$ cat src/rtl/warmboot_ctrl.sv
// Warm-boot sequencer: wraps each bitstream load in fabric-reset holds and falls back to BOOT_SLOT on a load error.
// Latency: boot event 2-3 cycles after boot_i rises; PRE_RST/POST_RST each last RESET_CYCLES; REQ/WAIT last until the loader answers.
// Backpressure: load_req_o/load_slot_o are held until load_ack_i; boot events arriving while busy are dropped, not queued.
module warmboot_ctrl #(
    parameter int unsigned SLOT_BITS    = 4,
    parameter int unsigned BOOT_SLOT    = 0,
    parameter int unsigned RESET_CYCLES = 16
) (
    input  logic                 clk_i,
    input  logic                 rst_i,
    input  logic                 boot_i,
    input  logic [SLOT_BITS-1:0] slot_i,
    output logic                 reset_o,
    output logic                 configured_o,
    output logic                 load_req_o,
    output logic [SLOT_BITS-1:0] load_slot_o,
    input  logic                 load_ack_i,
    input  logic                 load_done_i,
    input  logic                 load_err_i,
    output logic                 fail_o
);

    typedef enum logic [2:0] {
        IDLE     = 3'd0,
        PRE_RST  = 3'd1,
        REQ      = 3'd2,
        WAIT     = 3'd3,
        POST_RST = 3'd4,
        FAIL     = 3'd5
    } state_t;

    localparam logic [SLOT_BITS-1:0] BOOT_SLOT_V = SLOT_BITS'(BOOT_SLOT);
    localparam logic [7:0]           HOLD_INIT   = 8'(RESET_CYCLES);

    // boot_i synchronizer and edge detector
    logic boot_sync1_q;
    logic boot_sync2_q;
    logic boot_prev_q;
    logic boot_evt;

    // FSM state and its companions
    state_t               state_q, state_d;
    logic [7:0]           cnt_q, cnt_d;
    logic [SLOT_BITS-1:0] target_q, target_d;
    logic                 reset_q, reset_d;
    logic                 configured_q, configured_d;

    // Bring boot_i into the clock domain and keep one cycle of history for edge detection.
    always_ff @(posedge clk_i) begin
        if (rst_i) begin
            boot_sync1_q <= 1'b0;
            boot_sync2_q <= 1'b0;
            boot_prev_q  <= 1'b0;
        end else begin
            boot_sync1_q <= boot_i;
            boot_sync2_q <= boot_sync1_q;
            boot_prev_q  <= boot_sync2_q;
        end
    end

    assign boot_evt = boot_sync2_q & ~boot_prev_q;

    // State register; reset parks the FSM at the start of a cold boot of the fallback slot.
    always_ff @(posedge clk_i) begin
        if (rst_i) begin
            state_q      <= PRE_RST;
            cnt_q        <= HOLD_INIT;
            target_q     <= BOOT_SLOT_V;
            reset_q      <= 1'b1;
            configured_q <= 1'b0;
        end else begin
            state_q      <= state_d;
            cnt_q        <= cnt_d;
            target_q     <= target_d;
            reset_q      <= reset_d;
            configured_q <= configured_d;
        end
    end

    // Next-state logic; registered outputs are derived from the next state so they line up with state_q.
    always_comb begin
        state_d  = state_q;
        cnt_d    = cnt_q;
        target_d = target_q;

        case (state_q)
            IDLE: begin
                // slot_i is only sampled when the event is accepted, so a
                // dropped event can never disturb the slot being loaded.
                if (boot_evt && configured_q) begin
                    state_d  = PRE_RST;
                    cnt_d    = HOLD_INIT;
                    target_d = slot_i;
                end
            end

            PRE_RST: begin
                if (cnt_q <= 8'd1) begin
                    state_d = REQ;
                end else begin
                    cnt_d = cnt_q - 8'd1;
                end
            end

            REQ: begin
                if (load_ack_i) begin
                    state_d = WAIT;
                end
            end

            WAIT: begin
                // An error wins over a simultaneous done: the image is suspect.
                if (load_err_i) begin
                    if (target_q != BOOT_SLOT_V) begin
                        target_d = BOOT_SLOT_V;
                        state_d  = REQ;
                    end else begin
                        state_d = FAIL;
                    end
                end else if (load_done_i) begin
                    state_d = POST_RST;
                    cnt_d   = HOLD_INIT;
                end
            end

            POST_RST: begin
                if (cnt_q <= 8'd1) begin
                    state_d = IDLE;
                end else begin
                    cnt_d = cnt_q - 8'd1;
                end
            end

            FAIL: begin
                state_d = FAIL;
            end

            default: begin
                // Unreachable encodings recover through a cold boot.
                state_d  = PRE_RST;
                cnt_d    = HOLD_INIT;
                target_d = BOOT_SLOT_V;
            end
        endcase

        reset_d      = (state_d != IDLE);
        configured_d = (state_d == IDLE);
    end

    // Request-side outputs are gated by rst_i so an abort takes effect within the same cycle.
    assign reset_o      = reset_q;
    assign configured_o = configured_q;
    assign load_req_o   = (state_q == REQ) && !rst_i;
    assign load_slot_o  = load_req_o ? target_q : '0;
    assign fail_o       = (state_q == FAIL) && !rst_i;

endmodule
$ cat config.mk
export PLATFORM = sky130hd
export DESIGN_NAME = warmboot_ctrl
export DESIGN_NICKNAME = d
export VERILOG_FILES = /design/src/rtl/warmboot_ctrl.sv
export SDC_FILE = /design/constraint.sdc
export NUM_CORES = 1
export LEC_CHECK = 0
export CORE_UTILIZATION = 53
export DETAILED_ROUTE_END_ITERATION = 16
export GPL_TIMING_DRIVEN = 0
export PLACE_DENSITY_LB_ADDON = 0.05
export REMOVE_ABC_BUFFERS = 1
export SLEW_MARGIN = 5
export SYNTH_ARGS = -nofsm -noshare
export SYNTH_HDL_FRONTEND = slang
export SYNTH_SLANG_ARGS = --single-unit
$ cat constraint.sdc
create_clock -name clk_i -period 3.53 [get_ports clk_i]
set_clock_uncertainty 0.1 [all_clocks]
set_input_delay 0.353 -clock clk_i [delete_from_list [all_inputs] [get_ports clk_i]]
set_output_delay 0.353 -clock clk_i [all_outputs]
set_load 0.05 [all_outputs]
Yosys cells after proc, flatten, opt, wreduce, memory -nomap -nowiden
Index checks and enable logic that the tools add are counted.

RAM bits: 0. Bits in latches: 0. Bits in read-only memories: 0. Output and inout bits: 8. Register bits after elaboration: 20. Memories kept: 0.

Reductions and logical operators: 13. $mul: 0. $add $sub $neg: 1. Bitwise gates (word level): 4. Div/mod/pow operators: 0. Muxes and demuxes: 18. Magnitude comparators: 1. Equal/unequal tests: 11. Shift operators: 0.

Operators by type and width (number): 8-bit 2-to-1 mux (4); 8-bit one-hot mux with 4 select lines (1); 3-bit 2-to-1 mux (7); 3-bit one-hot mux with 6 select lines (1); 4-bit 2-to-1 mux (4); 2-bit != test (second input constant) (6); 4-bit one-hot mux with 3 select lines (1); 8-bit by 1-bit <= comparator with 1-bit output (second input constant) (1); 8-bit by 1-bit subtractor with 8-bit output (second input constant) (1); 3-bit by 2-bit equality test with 1-bit output (second input constant) (2); 3-bit equality test (second input constant) (2); 3-bit logical NOT (2); 5-bit AND reduction (1); 4-bit AND reduction (1); 4-bit nonzero test (1); 2-bit OR reduction (2); 4-bit OR reduction (1); 3-bit by 1-bit equality test with 1-bit output (second input constant) (1); 1-bit logical AND (3); 1-bit NOT (3); 3-bit nonzero test (1); 1-bit bitwise AND (1); 1-bit logical NOT (1).

Logic depth before layout (Yosys ltp)
Depth after elaboration: 6. Mapped depth: 8. Depth with buffers taken out: 7.

Worst setup path after synthesis
No wires, ideal clock.

Kind: reg2out. From: register state_q[2]. To: output load_slot_o[0]. Data arrival time: 2396 ps. Setup slack: 681 ps. Buffers on the path: 1. Stages on the path, launching flop included: 5. Path through: dfxtp_1 clkbuf_1 nand2b_1 nor3_1 and2_1.

Longest elaborated chain between the ends: 3.

RTL lines: from (decl) (line 42) `state_t state_q, state_d;`; from (signal assigned) (line 72) `state_q <= state_d;`; 3-bit by 2-bit equality test with 1-bit output (line 153) `assign load_req_o = (state_q == REQ) && !rst_i;`; 1-bit logical AND (line 153); via load_req_o (line 15) `output logic load_req_o,`; 4-bit 2-to-1 mux (line 154) `assign load_slot_o = load_req_o ? target_q : '0;`; to (decl) (line 16) `output logic [SLOT_BITS-1:0] load_slot_o,`.

The timed path passes the listed nets, and every way through them passes these cells.

Final worst setup path
From: input rst_i. To: output load_slot_o[2].

Longest elaborated chain between the ends: 3.

RTL lines: from (decl) (line 10) `input logic rst_i,`; 1-bit logical NOT (line 153); 1-bit logical AND (line 153); 4-bit 2-to-1 mux (line 154).

No other way between the ends.

==> impl_summary.txt <==
----------------------------------------------------
[Run status]
  Result of the run ... finished, final reports clean

[Routing]
  Detail-routed via count per cell ... ~6
  First-iteration detailed-routing DRC count ... 18
  Vias post-DR ... ~950
  DRC violations left ... 0
  Number of nets with antenna violations after detailed routing ... 0
  Total iterations of the first detailed-routing run ... 4
  Routed len/inst ... 13.0 µm
  Wire length after detailed routing ... between 2000 and 2500 µm

[Setup path]
  Critical path arrival ... around 2.4 ns
  Reg2reg setup slack ... 1.19 ns
  Count of cells along the worst register-to-register path ... 5
  Type of origin of the critical path ... input pin
  Endpoint kind of the worst setup timing path ... output pin
  Crit path max fanout ... 10
  Data required time of the critical path ... 3.08 ns
  Category of the most critical setup path ... in -> out

[Cells and area]
  Fill count ... 152
  Share of post-route cells with drive strength above 1 ... 5.84%
  Area growth, synth to finish ... 19.2%
  Fin cells ... between 150 and 200
  Total area of multi-input combinational cells ... between 500 and 600 µm²
  Antenna cells ... 0
  Post-layout net count ... ~150
  Leading cell type in the layout, fill and taps excluded ... sky130_fd_sc_hd__dfxtp_1
  Seq. cell area ... about 400 µm²
  Most used cells in the layout excluding fill and tap cells ... sky130_fd_sc_hd__dfxtp_1, sky130_fd_sc_hd__clkdlybuf4s50_1, sky130_fd_sc_hd__a21oi_1

[Pwr]
  Leak pwr ... 0.455 nW
  Power Dens Cells ... ~680 nW/µm²
  Clock network power share ... a little under an eighth
  Sw Share ... 42.3%
  Combinational power share ... about 48%
  Proportion of power drawn by flip-flops and latches ... 40.4%
  Internal power ... a little under 0.0005 W
  Net Switching ... 0.000357 W
  Total chip power ... approximately 0.00084 W
  Maximum vdd ir drop ... around 0.00046 V

[Clock tree]
  Post-cts gate resize count ... 0
  Number of clock sinks ... 20
  Clock latency reported for the late side of the worst-skew pair ... about 0.30 ns
  Post-CTS Setup Inserts ... 0
  Buffer depth of the longest clock path ... 2
  TritonCTS clock tree ... built
  Cell at the root of the clock tree ... sky130_fd_sc_hd__clkbuf_4
  H-tree depth ... 1
  Clock buffer count from CTS ... 3
  Clock edge transition at the registers on the reported setup and hold paths ... approximately 0.090 ns
  Quantity of hold-fixing buffers added after cts ... 0

[GRT]
  Overall track demand over capacity in global routing ... between 20% and 30%
  Grt total ovfl ... 0
  Pin count of the biggest net entering global routing ... 13
  Number of antenna violations at the first check in global routing ... 0
  Global-route wire length before repair ... around 3500 µm
  Via count of the first global-routing pass ... approximately 850

[Yosys]
  Synthesized area ... approximately 1000 µm²
  Synth Area per Inst ... ~8.5 µm²
  Distinct cell type count after synthesis ... 37
  Number of warnings printed during yosys synthesis ... 0
  Number of standard cells after synthesis ... about 120
  Number of flops mapped to enable cells by yosys ... 0
  Share of synthesized flip-flops with an asynchronous set or reset ... 0%
  Flop and latch count out of synthesis ... 20
  Proportion of synthesized chip area in sequential cells ... 38.3%
  Prevailing post-synth register cell ... sky130_fd_sc_hd__dfxtp_1

[Timing]
  Tmin final ... 2.85 ns
  Final setup TNS ... 0 ns
  Total count of hold-check failures in the final report ... 0
  Unrepaired setup endpoints after global routing ... no
  Tightest Pin Transition ... 1.07 ns
  Smallest hold slack ... around 0.36 ns
  Post-route fraction of the period consumed by the critical path ... roughly four fifths
  Pins over their slew limit ... 0
  Tightest slew margin relative to the limit ... 27.9%
  Number of failing setup endpoints in the final timing report ... 0
  FMAX ... about 0.35 GHz

[Die]
  Die Area ... about 2200 µm²
  Effective utilization at floorplan ... between 50% and 60%
  Core Rows ... 15
  Core Region ... roughly 1800 µm²
  X dimension of the die ... roughly 46 µm
  Number of top-level pins ... 18
  Vertical die dimension ... about 46 µm

[Worst hold path]
  Hold path cells ... 1
  Type of the most critical hold path ... reg -> reg

[Placement]
  Post-DP HPWL ... 1580 µm
  Count of buffers inserted at the top-level ports ... 17
  Final RePlAce weighted congestion ... just under 0.9
  Cell count after placement ... approximately 160

[Run]
  Total of max-cap violations ... 0

----------------------------------------------------
## Yosys cell counts (all sizes together) (2+ instances only)
| cell type | count | area [µm²] |
|---|---|---|
| dfxtp | 20 | 400 |
| a21oi | 10 | 50.1 |
| nor2b | 7 | 43.8 |
| o21ai | 7 | 35.0 |
| inv | 6 | 22.5 |
| nor3 | 6 | 30.0 |
| or4 | 6 | 48.8 |
| and2 | 5 | 31.3 |
| clkbuf | 5 | 18.8 |
| nor2 | 5 | 18.8 |
| a22o | 4 | 35.0 |
| nand2 | 4 | 15.0 |
| nand2b | 4 | 25.0 |
| o31ai | 4 | 30.0 |
| or3 | 4 | 26.3 |
| nand3 | 3 | 15.0 |
| nand3b | 3 | 22.5 |
| nor4 | 3 | 33.8 |
| ha | 2 | 25.0 |
## cells by family (layout without fill, tap and decap cells)
kind of cell	count (synthesis)	in the layout	synth area share, %
AND/OR/NAND/NOR	52	52	31.1
adder cells (fa/ha/maj)	2	2	2.39
XOR/XNOR	1	1	0.838
flip-flops	20	20	38.3
multiplexers	1	1	0.958
AO/OA/AOI/OAI	35	35	21.9
buffers and inverters	12	26	4.43
## routing by layer
| metal | track usage, % | share of wire [%] | wire, µm | vias up |
|---|---|---|---|---|
| met5 | 0 | 0 | 0 | - |
| met3 | 8.24 | 5.5 | 115 | 2 |
| met4 | 5.29 | 0.81 | 17 | 0 |
| li1 | - | - | - | 481 |
| met2 | 36.9 | 44 | 933 | 22 |
| met1 | 29.0 | 49 | 1040 | 444 |
## worst paths after layout
kind / startpoint / end
setup / recovery: rst_i / load_slot_o[2]
hold / removal: boot_sync1_q / boot_sync2_q
setup reg to reg: state_q[1] / cnt_q[1]
hold reg to reg: boot_sync1_q / boot_sync2_q
## registers in the layout, summed over array words and instances (netlist names)
name / count
cnt_q: 8
target_q: 4
state_q: 3
boot_prev_q: 1
boot_sync1_q: 1
boot_sync2_q: 1
configured_o: 1
reset_o: 1
## critical path, stage by stage
cell and delay, ns:
sky130_fd_sc_hd__clkdlybuf4s50_1 0.58, sky130_fd_sc_hd__nor3_1 0.46, sky130_fd_sc_hd__and2_1 0.20, sky130_fd_sc_hd__clkdlybuf4s50_1 0.80
## power by group through the flow
stage / combinational (W) / sequential (W) / clock (W)
after detailed placement: 0.000395 / 0.000346 / 0
after CTS: 0.000399 / 0.000341 / 0.000105
after global routing: 0.000453 / 0.000351 / 0.000113
after global placement: 0.000384 / 0.000342 / 0
after floorplan: 0.000289 / 0.000353 / 0
final: 0.000402 / 0.000341 / 0.000101
## metrics by stage
step           util [%]  instance area (µm²)  setup WS (ns)
3_3_place_gp       68.6                 1220          0.697
5_1_grt            69.8                 1240          0.586
3_5_place_dp       68.6                 1220          0.689
4_1_cts            69.8                 1240          0.649
2_1_floorplan         -                 1020          0.744
6_report           69.8                 1240          0.685
## area by class of cell
class	instances	area share, %
inverter	6	1.81
tap	25	2.51
clock buffer	3	1.81
sequential	20	32.2
timing repair buffer	17	13.7
multi-input combinational	91	48.0
Note: power is estimated with default switching activity, not from simulation.
